**src/rtl/riscv_pkg.sv**
```systemverilog
// Shared encodings for the 5-stage core hazard logic: widths, forward selects, FSM, entry flags.
// Latency: none (types and constants only).
// Backpressure: not applicable.
package riscv_pkg;

   localparam int REG_AW = 5;

   // Forwarding mux selects for an EX-stage operand
   localparam logic [1:0] FWD_RF  = 2'b00;
   localparam logic [1:0] FWD_WB  = 2'b01;
   localparam logic [1:0] FWD_MEM = 2'b10;

   typedef enum logic [1:0] {
      ST_RUN      = 2'd0,
      ST_MEM_WAIT = 2'd1,
      ST_ERR      = 2'd2
   } hz_state_t;

   // Control flags carried by every shadow pipeline entry; register fields are
   // sized by the instantiating block because they depend on its parameters.
   typedef struct packed {
      logic valid;
      logic regwrite;
      logic memread;
      logic memacc;
      logic branch;
   } entry_ctl_t;

endpackage

```
**src/rtl/fwd_cmp.sv**
```systemverilog
// Forwarding select for one EX source operand against the MEM and WB occupants.
// Latency: combinational.
// Backpressure: none; follows the scoreboard it is fed.
module fwd_cmp #(
   parameter int REG_AW = riscv_pkg::REG_AW
) (
   input  logic [REG_AW-1:0] rs,
   input  logic              rs_used,
   input  logic              ex_valid,
   input  logic              mem_valid,
   input  logic              mem_regwrite,
   input  logic [REG_AW-1:0] mem_rd,
   input  logic              wb_valid,
   input  logic              wb_regwrite,
   input  logic [REG_AW-1:0] wb_rd,
   output logic [1:0]        sel
);
   import riscv_pkg::*;

   logic mem_hit;
   logic wb_hit;

   // Youngest producer wins: MEM result is newer than the one in WB; x0 never forwards
   always_comb begin
      mem_hit = mem_valid && mem_regwrite && (mem_rd != '0) && (mem_rd == rs);
      wb_hit  = wb_valid && wb_regwrite && (wb_rd != '0) && (wb_rd == rs);
      sel     = FWD_RF;
      if (ex_valid && rs_used) begin
         if (mem_hit) begin
            sel = FWD_MEM;
         end else if (wb_hit) begin
            sel = FWD_WB;
         end
      end
   end

endmodule

```
**src/rtl/hazard_ctrl.sv**
```systemverilog
// Unified hazard unit: shadow EX/MEM/WB scoreboard driving stalls, flushes and forwarding.
// Latency: controls combinational from state+inputs; scoreboard updates one cycle later.
// Backpressure: dmem_ready low freezes IF..MEM; a wait of MEM_TIMEOUT cycles latches an error.
module hazard_ctrl #(
   parameter int REG_AW      = riscv_pkg::REG_AW,
   parameter int NUM_SRC     = 2,
   parameter int BR_STAGE    = 2,
   parameter int MEM_TIMEOUT = 16
) (
   input  logic                      clk,
   input  logic                      rst,
   input  logic                      id_valid,
   input  logic [NUM_SRC*REG_AW-1:0] id_rs,
   input  logic [NUM_SRC-1:0]        id_rs_used,
   input  logic [REG_AW-1:0]         id_rd,
   input  logic                      id_regwrite,
   input  logic                      id_memread,
   input  logic                      id_memwrite,
   input  logic                      id_branch,
   input  logic                      br_taken,
   input  logic                      dmem_ready,
   output logic                      pc_write,
   output logic                      if_id_write,
   output logic                      id_ex_bubble,
   output logic                      flush_if_id,
   output logic                      flush_id_ex,
   output logic                      flush_ex_mem,
   output logic                      mem_stall,
   output logic [NUM_SRC*2-1:0]      fwd_sel,
   output logic                      timeout_err
);
   import riscv_pkg::*;

   localparam int CNT_W = $clog2(MEM_TIMEOUT + 1);

   typedef struct packed {
      entry_ctl_t                      ctl;
      logic [REG_AW-1:0]               rd;
      logic [NUM_SRC-1:0][REG_AW-1:0]  rs;
      logic [NUM_SRC-1:0]              rs_used;
   } entry_t;

   entry_t             id_ent, ex_q, mem_q, wb_q;
   hz_state_t          state_q, state_nxt;
   logic [CNT_W-1:0]   cnt_q, cnt_nxt;
   logic               mem_busy, stall_mem, br_live, br_flush, load_use;
   logic [NUM_SRC-1:0] lu_hit;
   logic               unused_wb;

   // Pack the ID-stage fields into the same layout as the shadow entries
   always_comb begin
      id_ent              = '0;
      id_ent.ctl.valid    = id_valid;
      id_ent.ctl.regwrite = id_regwrite;
      id_ent.ctl.memread  = id_memread;
      id_ent.ctl.memacc   = id_memread | id_memwrite;
      id_ent.ctl.branch   = id_branch;
      id_ent.rd           = id_rd;
      id_ent.rs           = id_rs;
      id_ent.rs_used      = id_rs_used;
   end

   // The resolving stage must really hold a branch for br_taken to count
   assign br_live = (BR_STAGE == 3) ? (mem_q.ctl.valid && mem_q.ctl.branch)
                                    : (ex_q.ctl.valid && ex_q.ctl.branch);

   // Hazard priority: memory wait/error, then taken branch, then load-use
   always_comb begin
      mem_busy  = mem_q.ctl.valid && mem_q.ctl.memacc && !dmem_ready;
      stall_mem = (state_q == ST_ERR) || mem_busy;
      br_flush  = !stall_mem && br_taken && br_live;
      lu_hit    = '0;
      for (int i = 0; i < NUM_SRC; i++) begin
         lu_hit[i] = id_rs_used[i] && (id_rs[i*REG_AW +: REG_AW] == ex_q.rd);
      end
      load_use  = !stall_mem && !br_flush && id_valid && ex_q.ctl.valid &&
                  ex_q.ctl.memread && (ex_q.rd != '0) && (|lu_hit);
   end

   assign pc_write     = !(stall_mem || load_use);
   assign if_id_write  = !(stall_mem || load_use);
   assign id_ex_bubble = load_use;
   assign flush_if_id  = br_flush;
   assign flush_id_ex  = br_flush;
   assign flush_ex_mem = br_flush && (BR_STAGE == 3);
   assign mem_stall    = stall_mem;
   assign timeout_err  = (state_q == ST_ERR);

   // Wait-state sequencing; ERR is left only through reset
   always_comb begin
      state_nxt = state_q;
      cnt_nxt   = cnt_q;
      case (state_q)
         ST_RUN: begin
            if (mem_busy) begin
               state_nxt = ST_MEM_WAIT;
               cnt_nxt   = CNT_W'(1);
            end
         end
         ST_MEM_WAIT: begin
            if (!mem_busy) begin
               state_nxt = ST_RUN;
               cnt_nxt   = '0;
            end else begin
               cnt_nxt = cnt_q + CNT_W'(1);
               if (cnt_q >= CNT_W'(MEM_TIMEOUT - 1)) begin
                  state_nxt = ST_ERR;
               end
            end
         end
         ST_ERR: begin
         end
         default: begin
            state_nxt = ST_RUN;
            cnt_nxt   = '0;
         end
      endcase
   end

   // FSM state and wait counter
   always_ff @(posedge clk) begin
      if (!rst) begin
         state_q <= ST_RUN;
         cnt_q   <= '0;
      end else begin
         state_q <= state_nxt;
         cnt_q   <= cnt_nxt;
      end
   end

   // Shadow scoreboard: hold EX/MEM and bubble WB while memory stalls, otherwise shift
   always_ff @(posedge clk) begin
      if (!rst) begin
         ex_q  <= '0;
         mem_q <= '0;
         wb_q  <= '0;
      end else if (stall_mem) begin
         wb_q <= '0;
      end else begin
         wb_q <= mem_q;
         if (br_flush && (BR_STAGE == 3)) begin
            mem_q <= '0;
         end else begin
            mem_q <= ex_q;
         end
         if (br_flush || load_use) begin
            ex_q <= '0;
         end else begin
            ex_q <= id_ent;
         end
      end
   end

   // WB only ever serves as a forwarding source, so its other fields go nowhere
   assign unused_wb = ^{wb_q.ctl.memread, wb_q.ctl.memacc, wb_q.ctl.branch, wb_q.rs, wb_q.rs_used};

   for (genvar g = 0; g < NUM_SRC; g++) begin : g_fwd
      fwd_cmp #(
         .REG_AW(REG_AW)
      ) u_fwd (
         .rs           (ex_q.rs[g]),
         .rs_used      (ex_q.rs_used[g]),
         .ex_valid     (ex_q.ctl.valid),
         .mem_valid    (mem_q.ctl.valid),
         .mem_regwrite (mem_q.ctl.regwrite),
         .mem_rd       (mem_q.rd),
         .wb_valid     (wb_q.ctl.valid),
         .wb_regwrite  (wb_q.ctl.regwrite),
         .wb_rd        (wb_q.rd),
         .sel          (fwd_sel[g*2 +: 2])
      );
   end

endmodule

```
**config.mk**
```make
export PLATFORM = sky130hd
export DESIGN_NAME = hazard_ctrl
export DESIGN_NICKNAME = d
export VERILOG_FILES = /design/src/rtl/riscv_pkg.sv /design/src/rtl/fwd_cmp.sv /design/src/rtl/hazard_ctrl.sv
export SDC_FILE = /design/constraint.sdc
export NUM_CORES = 1
export LEC_CHECK = 0
export CORE_AREA = 5 5 88 90
export CTS_BUF_LIST = sky130_fd_sc_hd__clkbuf_8
export CTS_CLUSTER_DIAMETER = 60
export DETAILED_ROUTE_END_ITERATION = 10
export DIE_AREA = 0 0 93 95
export PLACE_DENSITY = 0.49
export SYNTH_ARGS = -nofsm -noshare
export SYNTH_HDL_FRONTEND = slang
export SYNTH_SLANG_ARGS = --single-unit
```
**constraint.sdc**
```tcl
create_clock -name clk -period 3.95 [get_ports clk]
set_clock_uncertainty 0.15 [all_clocks]
set_input_delay 0.79 -clock clk [delete_from_list [all_inputs] [get_ports clk]]
set_output_delay 0.79 -clock clk [all_outputs]
set_load 0.03 [all_outputs]
```
**Word level (Yosys, flattened, before mapping)**

Index checks and enable logic that the tools add are counted.

- Bits in registers: 44
- Latch bits: 0
- Bits in writable memories: 0
- ROM bits: 0
- Bits of input ports: 26
- Output and inout bits: 12
- Memories: 0

- $add $sub $neg: 1
- Multiply operators: 0
- Divide/modulo/power cells: 0
- $lt $le $gt $ge: 1
- Eq/ne operators: 10
- Shifts and indexed selects: 0
- Muxes and demuxes: 14
- Bitwise gates (word level): 3
- Reductions and logical operators: 38

Operators with widths:

| cell | number |
|---|---|
| 5-bit equality test | 6 |
| 1-bit logical AND | 23 |
| 22-bit 2-to-1 mux | 1 |
| 5-bit one-hot mux with 3 select lines | 1 |
| 5-bit nonzero test | 3 |
| 2-bit 2-to-1 mux | 7 |
| 5-bit 2-to-1 mux | 2 |
| 2-bit one-hot mux with 3 select lines | 1 |
| 5-bit by 1-bit adder with 5-bit output, second input constant | 1 |
| 5-bit by 4-bit greater-or-equal comparator with 1-bit output, second input constant | 1 |
| 1-bit zero test | 4 |
| 2-bit OR reduction | 2 |
| 1-bit logical OR | 3 |
| 3-bit != test, second input constant | 1 |
| 3-bit AND reduction | 1 |
| 2-bit by 1-bit equality test with 1-bit output, second input constant | 1 |
| 2-bit equality test, second input constant | 1 |
| 2-bit zero test | 1 |
| 1-bit 2-to-1 mux | 2 |
| 2-bit != test, second input constant | 1 |
| 1-bit inverter | 2 |
| 2-bit AND reduction | 1 |
| 1-bit bitwise OR | 1 |

**Depth between registers and ports, before layout**

- Depth in word-level cells: 15
- Mapped depth: 7
- Gate-level depth less buffers: 6

**Cells and area by module**

A second synthesis with hierarchy kept.

- Cell total of the unflattened synthesis: 220
- Area total of the unflattened synthesis: 2087.0 um2

By module, submodules not included:

| module | times used | cells each | area an instance (um2) | seq. area each (um2) |
|---|---|---|---|---|
| hazard_ctrl | 1 | 172 | 1751.7 | 880.8 |
| fwd_cmp | 2 | 24 | 167.7 | 0.0 |

**Least setup slack after synthesis**

No wires, ideal clock.

- Path type: input to output
- Start point: in dmem_ready
- End point: out flush_if_id
- Arrival: 2.159 ns
- Required time: 3.010 ns
- Path slack: 0.851 ns
- Stages: 7
- Path buffers: 3
- Cells stage by stage: nand3b_1 > and2_1 > buf_2 > inv_1 > buf_2 > nor2_1 > buf_4

- Cells in the longest elaborated chain, start to end: 6

RTL lines:

| element | line | text |
|---|---|---|
| start, declared | hazard_ctrl.sv:21 | `input logic dmem_ready,` |
| 1-bit zero test | hazard_ctrl.sv:69 | `mem_busy = mem_q.ctl.valid && mem_q.ctl.memacc && !dmem_ready;` |
| 1-bit logical AND | hazard_ctrl.sv:69 |  |
| 1-bit logical OR | hazard_ctrl.sv:70 | `stall_mem = (state_q == ST_ERR) \|\| mem_busy;` |
| via mem_stall | hazard_ctrl.sv:28 | `output logic mem_stall,` |
| 1-bit zero test | hazard_ctrl.sv:71 | `br_flush = !stall_mem && br_taken && br_live;` |
| 1-bit logical AND (2 in series) | hazard_ctrl.sv:71 |  |
| end, declared | hazard_ctrl.sv:25 | `output logic flush_if_id,` |

The timed path passes the listed nets, and every way through them passes these cells.

**Final worst setup path**

- Start point: reg mem_q[13] in the netlist's numbering
- End point: out fwd_sel[0]

- Cells in the longest elaborated chain, start to end: 5
- Elaborated cells on any way between the ends: 6
- Those cells by class: 1 x eq/ne; 2 x mux; 3 x reduce/logical

RTL lines:

| element | line | text |
|---|---|---|
| start, declared | hazard_ctrl.sv:43 | `entry_t id_ent, ex_q, mem_q, wb_q;` |
| start signal, assigned | hazard_ctrl.sv:144 | `mem_q <= ex_q;` |
| 5-bit nonzero test | fwd_cmp.sv:25 | `mem_hit = mem_valid && mem_regwrite && (mem_rd != '0) && (mem_rd == rs);` |
| 1-bit logical AND | fwd_cmp.sv:25 |  |
| 1-bit logical AND (*) | fwd_cmp.sv:25 |  |
| 2-bit 2-to-1 mux (*) | fwd_cmp.sv:29 | `if (mem_hit) begin` |
| 2-bit 2-to-1 mux (*) | fwd_cmp.sv:28 | `if (ex_valid && rs_used) begin` |
| end, declared | hazard_ctrl.sv:29 | `output logic [NUM_SRC*2-1:0] fwd_sel,` |

Every way passes the cells marked *; elsewhere a longest branch is shown, timed or not.

==> summary.md <==
| Metric | Value |
|---|---|
| Status | `finished clean` |
| Commonest cells post-synth | `44 x dfxtp_1, 20 x a22o_1, 20 x nand2_1, 20 x xor2_1, 11 x and3_1` |
| Antenna Cells | `0` |
| RSZ-0062 raised after global routing | `false` |
| Fin. max-slew vios | `0` |
| CTS tree | `done` |
| Lkg Pwr | `1.08 nW` |
| Hold_buf cts | `0` |
| Period utilisation layout | `0.863` |
| Pin count of the biggest net entering global routing | `23` |
| Max-slew headroom | `0.610` |
| Tot GR Track Use | `0.119` |
| Cell Rows | `31` |
| Post-synthesis cell count | `about 210` |
| DRT iter0 DRCs | `76` |
| Routed Antenna Nets | `0` |
| H-tree level count | `2` |
| Count leader, synth | `dfxtp_1` |
| Cell area after layout | `roughly 2500 um2` |
| Wire per inst | `15.0 um` |
| Chip Height | `~95 um` |
| Area delta synth->final | `25.9%` |
| Number of global-route vias before repair | `between 1,500 and 2,000` |
| Mapped Area | `2000 um2` |
| Setup slack, reg-to-reg | `between 1.5 and 2 ns` |
| Postcts setup bufs | `0` |
| Top cell type's share of synthesized area | `0.441` |
| Post-DP Area | `2410 um2` |
| Flops & latches, synth | `44` |
| Fin worst setup slack | `0.540 ns` |
| Fmax | `293 MHz` |
| Total CTS buffers | `5` |
| VDD IR max | `0.0935 mV` |
| Share of cells above drive strength 1 | `0.0996` |
| Routed vias/inst | `4.85` |
| Io pins | `38` |
| Asr flop ratio synth | `0` |
| Max-Cap Viols | `0` |
| # clock sinks | `between 40 and 50` |
| CTS Root Cell | `clkbuf_8` |
| Setup TNS | `0 ns` |
| Net count after synthesis | `about 230` |
| Die area | `8840 um2` |
| Detail Placement HPWL | `3680 um` |
| Synth area leader | `dfxtp_1` |
| Dpl ws | `0.678 ns` |
| Final Hold Fails | `0` |
| Gp weighted congestion | `roughly 0.78` |
| CP endpoint kind | `primary output` |
| Global-route wire length before repair | `8170 um` |
| Slew @ Worst Pin | `0.584 ns` |
| Starting Density | `0.286` |
| Residual DRC | `0` |
| Seq/Total Area, Yosys | `0.441` |
| Initial antenna violation count | `0` |
| Clk buf depth | `2` |
| Synth warnings | `0` |
| Critical Path AT | `2.47 ns` |
| Crit Path Max Fanout | `5` |
| Total number of vias | `1,567` |
| Final Setup Violations | `0` |
| EDFF count, synth | `0` |
| First drt pass iteration count | `4` |
| GR Overflow Total | `0` |
| Fin util | `0.361` |
| Netlist cell types | `39` |
| Largest cells by area after synthesis | `dfxtp_1 44%, a22o_1 8.8%, xor2_1 8.8%` |
| Pwr dens | `367 nW/um2` |
| Avg Synthesized Cell Area | `slightly below 10 um2` |
| Startpoint Class | `register` |
| Tmin final | `3.41 ns` |
| Min-Delay Path Class | `register to register` |
| Type of the worst setup path | `register to primary output` |
| NumNets Final | `268` |
| Die span in x | `93 um` |
| Clock latency on the worst-skew pair | `0.30 ns` |
| CP Data Required Time | `3.01 ns` |
| Top_reg_cell synth | `dfxtp_1` |
| CTS clk-pin slew, worst paths | `0.09 ns` |
| Post-cts gate resize count | `0` |
| Core ar. | `6980 um2` |
| Port Buf Inserts | `36` |
| Drt total wl | `4860 um` |
-- worst max-delay path, cell delays in order (launching register included) --
cell and delay [ns]:
dfxtp_1 0.37, or4_1 0.52, o211ai_1 0.27, nor4_1 0.14, nor3_1 0.19, clkdlybuf4s50_1 0.70
-- sequential cells by signal (all words and copies together) (netlist names) --
signal and flops:
cnt_q 5, state_q 2, ex_q 22, mem_q 8
wb_q 7
-- power breakdown --
part           internal [W]  switching [W]
registers          0.000463      0.0000255
clock network      0.000187       0.000151
logic             0.0000577      0.0000384
-- cells by family (layout without fill, tap and decap cells) --
group / Yosys count / count (layout) / share of synthesized area
flip-flops: 44 / 44 / 0.441
AO/OA/AOI/OAI: 44 / 44 / 0.185
buffers and inverters: 16 / 52 / 0.0444
XOR/XNOR: 30 / 30 / 0.131
AND/OR/NAND/NOR: 68 / 68 / 0.185
adder cells (fa/ha/maj): 2 / 2 / 0.0125
other: 1 / 1 / 0.00188
-- per-layer routing --
metal,vias to the layer above,GRT usage,share of wire
met3,2,0.0215,0.025
met4,0,0.0403,0.0084
li1,803,-,-
met1,733,0.176,0.54
met2,29,0.174,0.43
met5,-,0,0
-- cells in the final DEF, fill, tap and decap left out, types with 2 or more instances in the layout --
| cell type | count |
|---|---|
| dfxtp_1 | 44 |
| clkdlybuf4s50_1 | 31 |
| xor2_1 | 20 |
| nand2_1 | 20 |
| a22o_1 | 20 |
| and3_1 | 11 |
| xnor2_1 | 10 |
| buf_4 | 9 |
| a21boi_0 | 8 |
| nor2_1 | 7 |
| nor4_1 | 5 |
| clkbuf_8 | 5 |
| inv_1 | 4 |
| o211ai_1 | 4 |
| nor3_1 | 4 |
| or4_1 | 3 |
| nand3_1 | 3 |
| a21oi_1 | 3 |
| nor2b_1 | 3 |
| and2_1 | 2 |
| nand4_1 | 2 |
| nand4b_1 | 2 |
| a22o_2 | 2 |
| ha_1 | 2 |
-- through the flow --
| stage | std cells | total power (W) | hold WS, ns |
|---|---|---|---|
| after floorplan | 205 | 0.000550 | 0.291 |
| after global placement | 315 | 0.000595 | 0.315 |
| after detailed placement | 315 | 0.000596 | 0.318 |
| after CTS | 323 | 0.000938 | 0.332 |
| after global routing | 323 | 0.000972 | 0.360 |
| final | 323 | 0.000923 | 0.326 |
-- layout make-up --
class                      instances  area (um2)
clock buffer                       5        68.8
clock inverter                     3        42.5
fill                             733        4460
inverter                           4        15.0
multi-input combinational        145        1030
sequential                        44         881
tap                               82         103
timing repair buffer              40         378
-- worst paths after layout --
kind             start         end  cells past startpoint
max          mem_q[13]  fwd_sel[0]                      5
min           ex_q[20]   mem_q[20]                      2
max reg2reg  mem_q[21]     ex_q[9]                      7
min reg2reg   ex_q[20]   mem_q[20]                      2
Power figures use the tool's default switching activity.
